### src/rtl/wasm_mem_pkg.sv
// Shared definitions for the WASM linear-memory requester: op codes, trap
// causes, requester states and small op-decoding helpers.
package wasm_mem_pkg;

   typedef enum logic [3:0] {
      OP_LOAD32   = 4'd0,
      OP_LOAD8_S  = 4'd1,
      OP_LOAD8_U  = 4'd2,
      OP_LOAD16_S = 4'd3,
      OP_LOAD16_U = 4'd4,
      OP_STORE32  = 4'd5,
      OP_STORE8   = 4'd6,
      OP_STORE16  = 4'd7
   } mem_op_e;

   typedef enum logic [1:0] {
      CAUSE_NONE    = 2'd0,
      CAUSE_OOB     = 2'd1,
      CAUSE_TIMEOUT = 2'd2,
      CAUSE_ILLEGAL = 2'd3
   } trap_cause_e;

   typedef enum logic [1:0] {
      ST_IDLE,
      ST_ISSUE,
      ST_WAIT,
      ST_RESP
   } req_state_e;

   // Access width in bytes; 0 marks an op code outside the defined set.
   function automatic logic [2:0] op_size(input logic [3:0] op);
      logic [2:0] size;
      case (op)
         OP_LOAD32, OP_STORE32:              size = 3'd4;
         OP_LOAD8_S, OP_LOAD8_U, OP_STORE8:  size = 3'd1;
         OP_LOAD16_S, OP_LOAD16_U, OP_STORE16: size = 3'd2;
         default:                            size = 3'd0;
      endcase
      return size;
   endfunction

   function automatic logic op_is_store(input logic [3:0] op);
      return (op == OP_STORE32) || (op == OP_STORE8) || (op == OP_STORE16);
   endfunction

   function automatic logic op_is_legal(input logic [3:0] op);
      return op <= OP_STORE16;
   endfunction

   // Byte mask in little-endian lane order: lane 0 is the lowest address.
   function automatic logic [31:0] size_mask(input logic [2:0] size);
      logic [31:0] mask;
      case (size)
         3'd1:    mask = 32'h0000_00FF;
         3'd2:    mask = 32'h0000_FFFF;
         3'd4:    mask = 32'hFFFF_FFFF;
         default: mask = 32'h0000_0000;
      endcase
      return mask;
   endfunction

   // Narrow stores only carry the low bytes of the value; loads carry no data.
   function automatic logic [31:0] store_data(input logic [3:0] op, input logic [31:0] wval);
      logic [31:0] data;
      case (op)
         OP_STORE32: data = wval;
         OP_STORE16: data = {16'h0000, wval[15:0]};
         OP_STORE8:  data = {24'h000000, wval[7:0]};
         default:    data = 32'h0000_0000;
      endcase
      return data;
   endfunction

endpackage

### src/rtl/wasm_load_extend.sv
// Combinational load-result formatter: picks the low byte/halfword of the
// returned memory word and sign- or zero-extends it according to the op.
module wasm_load_extend
   import wasm_mem_pkg::*;
(
   input  logic [3:0]  op,
   input  logic [31:0] rdata,
   output logic [31:0] ext_data
);

   // Select and extend the addressed lane; full-word loads pass straight through.
   always_comb begin
      ext_data = rdata;
      case (op)
         OP_LOAD8_S:  ext_data = {{24{rdata[7]}}, rdata[7:0]};
         OP_LOAD8_U:  ext_data = {24'h000000, rdata[7:0]};
         OP_LOAD16_S: ext_data = {{16{rdata[15]}}, rdata[15:0]};
         OP_LOAD16_U: ext_data = {16'h0000, rdata[15:0]};
         default:     ext_data = rdata;
      endcase
   end

endmodule

### src/rtl/wasm_mem_requester.sv
// WASM linear-memory requester: takes load/store ops from execute, forms the
// effective address, drives one word-memory command per op and returns the
// extended load value or a trap.
// Optional feature macro: WASM_MEM_BOUNDS_CHECK_EN enables the linear-memory
// bounds check at accept time (out-of-bounds ops trap without a memory command).
module wasm_mem_requester
   import wasm_mem_pkg::*;
#(
   parameter int MEMORY_BYTES   = 8192,
   parameter int TIMEOUT_CYCLES = 64
) (
   input  logic        clk,
   input  logic        rst_n,
   input  logic        req_valid,
   output logic        req_ready,
   input  logic [3:0]  req_op,
   input  logic [31:0] req_base,
   input  logic [31:0] req_offset,
   input  logic [31:0] req_wval,
   output logic        rsp_valid,
   input  logic        rsp_ready,
   output logic [31:0] rsp_data,
   output logic        rsp_trap,
   output logic [1:0]  rsp_cause,
   output logic        mem_cmd_start,
   output logic        mem_cmd_write,
   input  logic        mem_cmd_ready,
   output logic [31:0] mem_addr,
   output logic [31:0] mem_wdata,
   output logic [31:0] mem_wmask,
   input  logic [31:0] mem_rdata,
   input  logic        mem_rdata_ready
);

   localparam int CNT_W = (TIMEOUT_CYCLES > 2) ? $clog2(TIMEOUT_CYCLES) : 1;
   localparam logic [CNT_W-1:0] CNT_LAST = CNT_W'(TIMEOUT_CYCLES - 1);

   req_state_e       state;
   logic [3:0]       op_q;
   logic [CNT_W-1:0] timeout_cnt;
   logic [2:0]       size_in;
   logic [31:0]      ea_addr;
   logic             out_of_bounds;
   logic [31:0]      load_value;

   assign size_in = op_size(req_op);

`ifdef WASM_MEM_BOUNDS_CHECK_EN
   logic [32:0] ea_wide;
   logic [33:0] ea_end;

   // Full-width effective address and end-of-access so a carry out of the
   // 32-bit add is seen as out of bounds rather than silently wrapping.
   always_comb begin
      ea_wide       = {1'b0, req_base} + {1'b0, req_offset};
      ea_end        = {1'b0, ea_wide} + 34'(size_in);
      out_of_bounds = ea_wide[32] | (ea_end > 34'(MEMORY_BYTES));
   end

   assign ea_addr = ea_wide[31:0];
`else
   assign ea_addr       = req_base + req_offset;
   assign out_of_bounds = 1'b0;
`endif

   wasm_load_extend u_load_extend (
      .op       (op_q),
      .rdata    (mem_rdata),
      .ext_data (load_value)
   );

   // Request FSM: accept an op, issue it, wait for completion or timeout, then
   // hold the response until the consumer takes it. All outputs are registered.
   always_ff @(posedge clk or negedge rst_n) begin
      if (!rst_n) begin
         state         <= ST_IDLE;
         op_q          <= 4'd0;
         timeout_cnt   <= '0;
         req_ready     <= 1'b1;
         rsp_valid     <= 1'b0;
         rsp_data      <= 32'h0;
         rsp_trap      <= 1'b0;
         rsp_cause     <= CAUSE_NONE;
         mem_cmd_start <= 1'b0;
         mem_cmd_write <= 1'b0;
         mem_addr      <= 32'h0;
         mem_wdata     <= 32'h0;
         mem_wmask     <= 32'h0;
      end else begin
         case (state)
            ST_IDLE: begin
               if (req_valid) begin
                  op_q        <= req_op;
                  timeout_cnt <= '0;
                  req_ready   <= 1'b0;
                  if (!op_is_legal(req_op)) begin
                     state     <= ST_RESP;
                     rsp_valid <= 1'b1;
                     rsp_trap  <= 1'b1;
                     rsp_cause <= CAUSE_ILLEGAL;
                     rsp_data  <= 32'h0;
                  end else if (out_of_bounds) begin
                     state     <= ST_RESP;
                     rsp_valid <= 1'b1;
                     rsp_trap  <= 1'b1;
                     rsp_cause <= CAUSE_OOB;
                     rsp_data  <= 32'h0;
                  end else begin
                     state         <= ST_ISSUE;
                     mem_cmd_start <= 1'b1;
                     mem_cmd_write <= op_is_store(req_op);
                     mem_addr      <= ea_addr;
                     mem_wdata     <= store_data(req_op, req_wval);
                     mem_wmask     <= size_mask(size_in);
                  end
               end
            end

            ST_ISSUE: begin
               // Timeout wins so the bound on ISSUE+WAIT is exact.
               if (timeout_cnt == CNT_LAST) begin
                  state         <= ST_RESP;
                  mem_cmd_start <= 1'b0;
                  rsp_valid     <= 1'b1;
                  rsp_trap      <= 1'b1;
                  rsp_cause     <= CAUSE_TIMEOUT;
                  rsp_data      <= 32'h0;
               end else if (mem_cmd_ready) begin
                  state         <= ST_WAIT;
                  mem_cmd_start <= 1'b0;
                  timeout_cnt   <= timeout_cnt + 1'b1;
               end else begin
                  timeout_cnt <= timeout_cnt + 1'b1;
               end
            end

            ST_WAIT: begin
               if (timeout_cnt == CNT_LAST) begin
                  state     <= ST_RESP;
                  rsp_valid <= 1'b1;
                  rsp_trap  <= 1'b1;
                  rsp_cause <= CAUSE_TIMEOUT;
                  rsp_data  <= 32'h0;
               end else if (mem_rdata_ready) begin
                  state     <= ST_RESP;
                  rsp_valid <= 1'b1;
                  rsp_trap  <= 1'b0;
                  rsp_cause <= CAUSE_NONE;
                  rsp_data  <= op_is_store(op_q) ? 32'h0 : load_value;
               end else begin
                  timeout_cnt <= timeout_cnt + 1'b1;
               end
            end

            ST_RESP: begin
               if (rsp_ready) begin
                  state     <= ST_IDLE;
                  req_ready <= 1'b1;
                  rsp_valid <= 1'b0;
                  rsp_data  <= 32'h0;
                  rsp_trap  <= 1'b0;
                  rsp_cause <= CAUSE_NONE;
               end
            end

            default: state <= ST_IDLE;
         endcase
      end
   end

endmodule

### config.mk
export PLATFORM = sky130hd
export DESIGN_NAME = wasm_mem_requester
export DESIGN_NICKNAME = d
export VERILOG_FILES = /design/src/rtl/wasm_mem_pkg.sv /design/src/rtl/wasm_load_extend.sv /design/src/rtl/wasm_mem_requester.sv
export SDC_FILE = /design/constraint.sdc
export NUM_CORES = 1
export LEC_CHECK = 0
export ABC_AREA = 1
export CAP_MARGIN = 20
export CORE_MARGIN = 3
export CORE_UTILIZATION = 50
export CTS_BUF_LIST = sky130_fd_sc_hd__clkbuf_8 sky130_fd_sc_hd__clkbuf_16
export DETAILED_ROUTE_END_ITERATION = 8
export PLACE_DENSITY = 0.88
export SLEW_MARGIN = 20
export SYNTH_ARGS = -nofsm -noshare
export SYNTH_HDL_FRONTEND = slang
export SYNTH_SLANG_ARGS = --single-unit
### constraint.sdc
create_clock -name clk -period 4.15 [get_ports clk]
set_clock_uncertainty 0.1 [all_clocks]
set_input_delay 1.245 -clock clk [delete_from_list [all_inputs] [get_ports clk]]
set_output_delay 1.245 -clock clk [all_outputs]
set_load 0.1 [all_outputs]
; After elaboration in Yosys (flattened, before gate mapping)
; Memories as Yosys holds them, arrays and structs flattened.
; Cells that the tools add are included.
[totals]
register_bits = 147
rom_bits = 24
in_bits = 138
output_inout_bits = 135
elab_cells = 108
memories = 1
[classes]
addsub = 2
n_lt_le_gt_ge = 1
eq_ne = 27
n_mux = 49
reduce_logical = 15
[memory_table]
columns = name, words, width, read_ports, rd_ports_with_merged_regs, write_ports, line
row1 = (no name shown), 8, 3, 1, 0, 0, wasm_mem_pkg.sv:33  ; case (op)
[ops]
columns = cell, count
row1 = $pmux W32 S4, 2
row2 = $mux W32, 7
row3 = $pmux W32 S3, 2
row4 = $add A32 B32 Y32, 1
row5 = $eq A4 B3 Y1 const B, 7
row6 = $mux W2, 12
row7 = $mux W6, 4
row8 = $pmux W6 S3, 1
row9 = $ne A2 B2 Y1 const B, 8
row10 = $pmux W2 S4, 2
row11 = $mux W1, 14
row12 = $reduce_and A5 Y1, 2
row13 = $eq A4 B2 Y1 const B, 2
row14 = $pmux W1 S4, 2
row15 = $reduce_and A4 Y1, 2
row16 = $add A6 B1 Y6 const B, 1
row17 = $eq A6 B6 Y1 const B, 1
row18 = $ne A3 B3 Y1 const B, 2
row19 = $reduce_and A3 Y1, 2
row20 = $eq A2 B2 Y1 const B, 2
row21 = $eq A4 B1 Y1 const B, 1
row22 = $le A4 B3 Y1 const B, 1
row23 = $logic_or A1 B1 Y1, 4
row24 = $pmux W1 S2, 2
row25 = other kinds (9), 10

; Longest topological paths before layout
; Gate-level depths: netlist (run 1).
[depth]
depth_word = 7
mapped_depth = 13
depth_no_buf = 12

; By module
; Synthesis (run 1) repeated with hierarchy kept, for this count alone.
[hier_totals]
cells_unflattened = 1147
area_unflattened_um2 = 7807.5
[modules_own_cells]
columns = module, n_inst, cells_each, area_per_inst_um2, seq_area_each_um2
row1 = wasm_mem_requester, 1, 1070, 7432.1, 2954.1
row2 = wasm_load_extend, 1, 77, 375.4, 0.0

; Worst setup path before layout (run 1)
; OpenSTA, ideal clock, no wires.
[synth_path]
path_kind = reg2out
from = reg mem_wmask[30] (netlist name)
to = out mem_wmask[17]
t_arrival_ns = 1.573
t_required_ns = 2.805
setup_slack_ns = 1.232
path_stages_with_launch = 2
n_path_buf = 1
cell_sequence = dfrtp_1 buf_4
[synth_lines]
columns = element, line
row1 = end: declaration, wasm_mem_requester.sv:30  ; output logic [31:0] mem_wmask,

; Worst setup path after layout (run 1)
[layout_path]
from = reg mem_addr[28]
to = out mem_addr[28]
[layout_lines]
columns = element, line
row1 = start: declaration, wasm_mem_requester.sv:28  ; output logic [31:0] mem_addr,
row2 = start signal: assignment, wasm_mem_requester.sv:112  ; mem_addr <= ea_addr;
; No word-level cell between the ends.

==> results of run 1 <==
==> cells in the final DEF (no fill, tap or decap), types with 2 or more instances in the layout <==
master and n:
a21oi_1 29, buf_12 2, buf_4 53, bufinv_16 5, clkbuf_16 17, clkbuf_8 3
clkdlybuf4s50_1 225, clkinv_2 3, dfrtp_1 117, ha_1 40, inv_1 143, nand2_1 420
nand2_2 2, nand3_1 95, nand3b_1 3, nand4_1 6, nor2_1 61, nor3_1 4
nor3_4 2, o211ai_1 16, o21a_1 2, o21ai_0 50, o21ai_1 2, o21ai_2 20
o21bai_1 3, xnor2_1 16, xor2_1 3
==> registers in the layout (all words and copies together) (netlist names), 2 cells and up <==
name / cells
mem_wdata: 32
rsp_data: 32
mem_wmask: 3
state: 2
rsp_cause: 2
timeout_cnt: 6
mem_addr: 32
op_q: 4
==> path summary, 6_finish.rpt <==
path	from	to	slack (ns)	cells after the start
min in group asynchronous	rst_n	rsp_data[1]	0.77	1
worst min register to register	mem_wdata[13]	mem_wdata[13]	0.38	2
worst min-delay path	mem_wdata[13]	mem_wdata[13]	0.38	2
worst max register to register	state[0]	mem_wdata[7]	1.60	7
worst max-delay path	mem_addr[28]	mem_addr[28]	0.82	1
max in group asynchronous	rst_n	mem_addr[10]	2.39	2
==> synthesized netlist by cell type (6+ instances only) <==
library cell and count:
o211ai_1 16, a21oi_1 29, clkbuf_1 14, buf_4 30, o21ai_0 50, nand3_1 95, nand4_1 6, o21ai_2 20
dfrtp_1 117, inv_1 141, ha_1 40, xnor2_1 16, nand2_1 420, nor2_1 63
==> routing by layer <==
layer | part of all wire [%] | vias up | track usage (%)
met5 | 0 | - | 0
met4 | 3.5 | 0 | 11.5
met3 | 7.0 | 60 | 5.73
li1 | - | 3924 | -
met1 | 40 | 3630 | 32.1
met2 | 49 | 351 | 44.8
==> power groups by stage <==
stage	Sequential (W)	Clock, W	Combinational (W)
global placement	0.00179	0	0.00597
global route	0.00185	0.00168	0.00631
detailed placement	0.00180	0	0.00603
floorplan	0.00404	0	0.00264
CTS	0.00180	0.00162	0.00605
finish	0.00180	0.00161	0.00603
==> logic make-up (layout without fill, tap and decap cells) <==
logic type / count (synthesis) / count (layout)
AOI/OAI and AO/OA: 124 / 124
xor gates and xnor gates: 19 / 19
adders and majority gates: 41 / 41
buffers and inverters: 199 / 455
DFF: 118 / 118
and+or+nand+nor: 598 / 598
==> stage by stage <==
step,cells,power [W],worst slack (ns),util [%],hold WS (ns)
after floorplan,1099,0.00668,1.23,-,0.396
after global placement,1508,0.00776,0.738,69.6,0.358
after detailed placement,1508,0.00783,0.691,69.6,0.358
after CTS,1539,0.00947,0.790,73.9,0.379
after global routing,1539,0.00983,0.765,73.9,0.387
final,1539,0.00944,0.821,73.9,0.376
==> layout make-up <==
type	instances	area, um^2	share of cell area (%)
Tap cell	184	230	2.10
Sequential cell	118	2950	27.0
Clock inverter	11	180	1.65
Inverter	144	543	4.96
Multi-Input combinational cell	782	3890	35.5
Timing Repair Buffer	280	2690	24.6
Clock buffer	20	467	4.26
==> results_dict.tcl, run 1 <==
set metrics [dict create \
    outcome "complete, no violations" \
    powerDensity_nw_per_um2 862 \
    final_nets 1522 \
    insertion_delay_ns 0.41 \
    initialDrtViolationCount 602 \
    design_area_um2 11000 \
    synthXorXnorAreaFrac_pct 2.15 \
    overflow 0 \
    p_int_w 0.00390 \
    drv_cap 0 \
    fillers 1107 \
    gp_congestion 0.928 \
    synth_warnings 0 \
    io_pins 273 \
    antenna_left 0 \
    slowest_stage "clkdlybuf4s50_1" \
    syn_inst 1099 \
    vias 7965 \
    fp.dieH_um 130 \
    grt_pass1_wl_um 35700 \
    ys_seq_area_share_pct 38.2 \
    cts_buffer_depth 2 \
    die_w_um 130 \
    cts_root_buf "clkbuf_16" \
    p_clk_share_pct 17.0 \
    routed_via_density 5.18 \
    dieArea_um2 17000 \
    worstHoldPathType "flop to flop" \
    antenna_found_initial 0 \
    placed_area_um2 10300 \
    synthAdderAreaFrac_pct 6.73 \
    drive_gt1_share_pct 8.49 \
    seqPwrFrac_pct 19.1 \
    synth-simple-area-share_pct 31.5 \
    netlist_top_cells_area "dfrtp_1 38%, nand2_1 20%, inv_1 6.8%" \
    fmaxAchievable_mhz 300 \
    holdBufCountCts 0 \
    crit_required_ns 2.80 \
    antenna_cells 0 \
    tightestPinTransition_ns 1.02 \
    start_kind "flop" \
    grt_setup_unrepaired "no" \
    synth-edff-count 0 \
    area_delta_synth_final_pct 41.6 \
    synth_top_area_share_pct 37.9 \
    syn-cell-area_um2 7730 \
    synth_mux_area_share_pct 0 \
    setup_violations 0 \
    synth_nets 1278 \
    end_kind "primary output" \
    crit_type "flop to primary output" \
    share_comb_of_total_power_pct 63.9 \
    async_flop_share_pct 100 \
    period_needed_ns 3.33 \
    yosysTopAreaCell "dfrtp_1" \
    rows 44 \
    path_clk_slew_ns 0.05 \
    grt_usage_pct 26.3 \
    slew_headroom_pct 31.9 \
    ys.flop_type "dfrtp_1" \
    critPathTopFamily "buffers and inverters" \
    io_buffers 272 \
    peakVddDrop_v 0.000777 \
    p_sw_share_pct 58.7 \
    ctsHtreeMaxLevel 4 \
    cts_sinks 118 \
    first_global_vias 7561 \
    avgRoutedWirePerCell_um 14.8 \
    drc 0 \
    power.leakage_nw 5.73 \
    synth.distinct_cells 35 \
    cts_buffers 17 \
    synth_compound_area_share_pct 9.74 \
    grt_max_degree 66 \
    postCtsSetupBuffers 0 \
    ys_seq_elements 118 \
    cp.arrival_ns 1.98 \
    synth_top_family_by_area "simple AND/OR/NAND/NOR gates" \
    crit_chain "clkdlybuf4s50_1" \
    cts_tree "done" \
    cts_resized 0 \
    power_switching_w 0.00554 \
    wirelength_um 22800 \
    detailed_place_hpwl_um 17200 \
    start_util_pct 52.2 \
    slew_viol_final 0 \
    coreArea_um2 14800 \
    max_stage_delay_ns 1.16 \
    cp_num_buf_inv 1 \
    crit_fanout 2 \
    tns_ns 0 \
    min_period_over_period_pct 80.2 \
    drt_pass1_iterations 5 \
    finalHoldViolCount 0 \
    avgSynthCellArea_um2 7.04 \
]
No activity file was read; power rests on OpenSTA's default activity.
==> run 2: changes to the inputs <==
--- a/config.mk
+++ b/config.mk
@@ -8,10 +8,10 @@
 export ABC_AREA = 1
 export CAP_MARGIN = 20
 export CORE_MARGIN = 3
-export CORE_UTILIZATION = 50
+export CORE_UTILIZATION = 46
 export CTS_BUF_LIST = sky130_fd_sc_hd__clkbuf_8 sky130_fd_sc_hd__clkbuf_16
 export DETAILED_ROUTE_END_ITERATION = 8
-export PLACE_DENSITY = 0.88
+export PLACE_DENSITY = 0.82
 export SLEW_MARGIN = 20
 export SYNTH_ARGS = -nofsm -noshare
 export SYNTH_HDL_FRONTEND = slang
==> constraint.sdc (replaced) <==
create_clock -name clk -period 3.2 [get_ports clk]
set_clock_uncertainty 0.1 [all_clocks]
set_input_delay 0.96 -clock clk [delete_from_list [all_inputs] [get_ports clk]]
set_output_delay 0.96 -clock clk [all_outputs]
set_load 0.1 [all_outputs]
==> results_dict.tcl, run 2 (synthesis gave the netlist of run 1 again) <==
set metrics [dict create \
    initialDrtViolationCount 364 \
    slew_headroom_pct 62.0 \
    final_nets 1526 \
    holdBufCountCts 0 \
    use_met3_pct 5.35 \
    grt_setup_unrepaired "no" \
    r2r-start "state[0]" \
    grt_max_degree 56 \
    p_sw_share_pct 59.2 \
    crit_required_ns 3.40 \
    final_cell_mix "420 x nand2_1, 144 x buf_4, 141 x inv_1" \
    rr_worst_depth 9 \
    antenna_cells 0 \
    crit_fanout 4 \
    holdPathEnd "mem_addr[1]" \
    coreArea_um2 16200 \
    path_clk_slew_ns 0.06 \
    drt_pass1_iterations 5 \
    antenna_left 0 \
    fp.dieH_um 136 \
    dp.cells 1544 \
    cts_buffers 17 \
    vias 7774 \
    share_comb_of_total_power_pct 64.3 \
    slew_viol_final 0 \
    routed_via_density 4.94 \
    finalHoldViolCount 0 \
    regToRegSetupSlack_ns 0.89 \
    first_global_vias 7434 \
    cts_sinks 118 \
    io_pins 273 \
    design_area_um2 10800 \
    gp_congestion 0.927 \
    start_util_pct 47.8 \
    grt_use_met2_pct 41.8 \
    die_w_um 136 \
    powerDensity_nw_per_um2 1120 \
    fmaxAchievable_mhz 371 \
    power.leakage_nw 5.89 \
    insertion_delay_ns 0.41 \
    rows 46 \
    min_period_over_period_pct 84.3 \
    crit_type "input port to flop" \
    hold_start "mem_addr[1]" \
    cts_buffer_depth 2 \
    cts_root_buf "clkbuf_16" \
    ctsHtreeMaxLevel 4 \
    multi_input_area_um2 3890 \
    r2r-end "timeout_cnt[0]" \
    end_kind "flop" \
    power_switching_w 0.00716 \
    drive_gt1_share_pct 15.4 \
    cts_tree "done" \
    p_clk_share_pct 16.5 \
    postCtsSetupBuffers 0 \
    seqPwrFrac_pct 19.2 \
    placed_area_um2 10200 \
    gr-usage-met1_pct 29.9 \
    fillers 1381 \
    finalNonFillerCells 1574 \
    min_path_cells 2 \
    period_needed_ns 2.70 \
    top_regs "mem_addr: 32 flops, mem_wdata: 32 flops, rsp_data: 32 flops" \
    detailed_place_hpwl_um 17400 \
    grt_pass1_wl_um 35700 \
    dieArea_um2 18400 \
    outcome "complete, no violations" \
    setup_violations 0 \
    tightestPinTransition_ns 0.568 \
    overflow 0 \
    layout_commonest_cell "nand2_1" \
    area_delta_synth_final_pct 39.6 \
    grt_most_used_layer "met2" \
    io_buffers 272 \
    drc 0 \
    avgRoutedWirePerCell_um 14.2 \
    tns_ns 0 \
    cp.arrival_ns 2.90 \
    drv_cap 0 \
    grt_usage_pct 24.3 \
    cts_resized 0 \
    antenna_found_initial 0 \
    wirelength_um 22400 \
    worstHoldPathType "flop to flop" \
    seq_area_um2 2950 \
    peakVddDrop_v 0.00107 \
    p_int_w 0.00494 \
    start_kind "input port" \
]
run 2: cell count changes in the layout (fill, tap and decap cells not counted), sizes merged:
| cell | previous run | this run |
|---|---|---|
| inv | 145 | 143 |
| buf | 55 | 148 |
| bufinv | 5 | 4 |
| clkinv | 4 | 6 |
| clkdlybuf4s50 | 225 | 136 |
run 2: cell type report:
| cell class | count | area share (%) |
|---|---|---|
| clock buffer | 20 | 4.32 |
| clock inverter | 10 | 1.41 |
| inverter | 144 | 5.03 |
| multi-input combinational | 782 | 36.0 |
| sequential | 118 | 27.4 |
| tap | 216 | 2.50 |
| timing repair buffer | 284 | 23.4 |
run 2: worst max-delay path by stage:
stage	slack, ns	to	depth (start not counted)	from
after floorplan	0.57	mem_wmask[17]	1	mem_wmask[30]
after global placement	0.14	mem_addr[28]	11	req_base[0]
after detailed placement	0.1	mem_addr[28]	11	req_offset[0]
after CTS	0.53	mem_addr[20]	11	req_base[0]
after global routing	0.35	mem_addr[28]	11	req_offset[0]
final	0.50	mem_addr[20]	11	req_offset[0]
run 2: worst max-delay path: stages:
cell and delay (ns):
clkdlybuf4s50_1 0.42, ha_1 0.23, fa_1 0.46, nand3_1 0.12, nand3_1 0.12, nand3_1 0.10, nand3_1 0.14, nand3_1 0.14
nand3_1 0.07, nand3_1 0.08, nand2_1 0.05
run 2: power groups by stage:
stage	Sequential, W	Clock [W]	Combinational, W
6_report	0.00233	0.00199	0.00778
5_1_grt	0.00239	0.00210	0.00816
4_1_cts	0.00232	0.00202	0.00781
3_5_place_dp	0.00234	0	0.00779
3_3_place_gp	0.00233	0	0.00774
2_1_floorplan	0.00524	0	0.00342
run 2: layer usage:
layer  vias up  share of wire, %
li1       3934                 -
met1      3522                41
met2       281                50
met3        37               6.6
met4         0               2.4
met5         -                 0
run 2: stage by stage:
step / util [%] / power (W) / hold WS (ns) / setup WS [ns]
after floorplan: - / 0.00866 / 0.396 / 0.567
after global routing: 66.7 / 0.0127 / 0.393 / 0.353
after CTS: 66.7 / 0.0122 / 0.374 / 0.534
after global placement: 62.9 / 0.0101 / 0.360 / 0.137
final: 66.7 / 0.0121 / 0.370 / 0.503
after detailed placement: 62.9 / 0.0101 / 0.361 / 0.0997
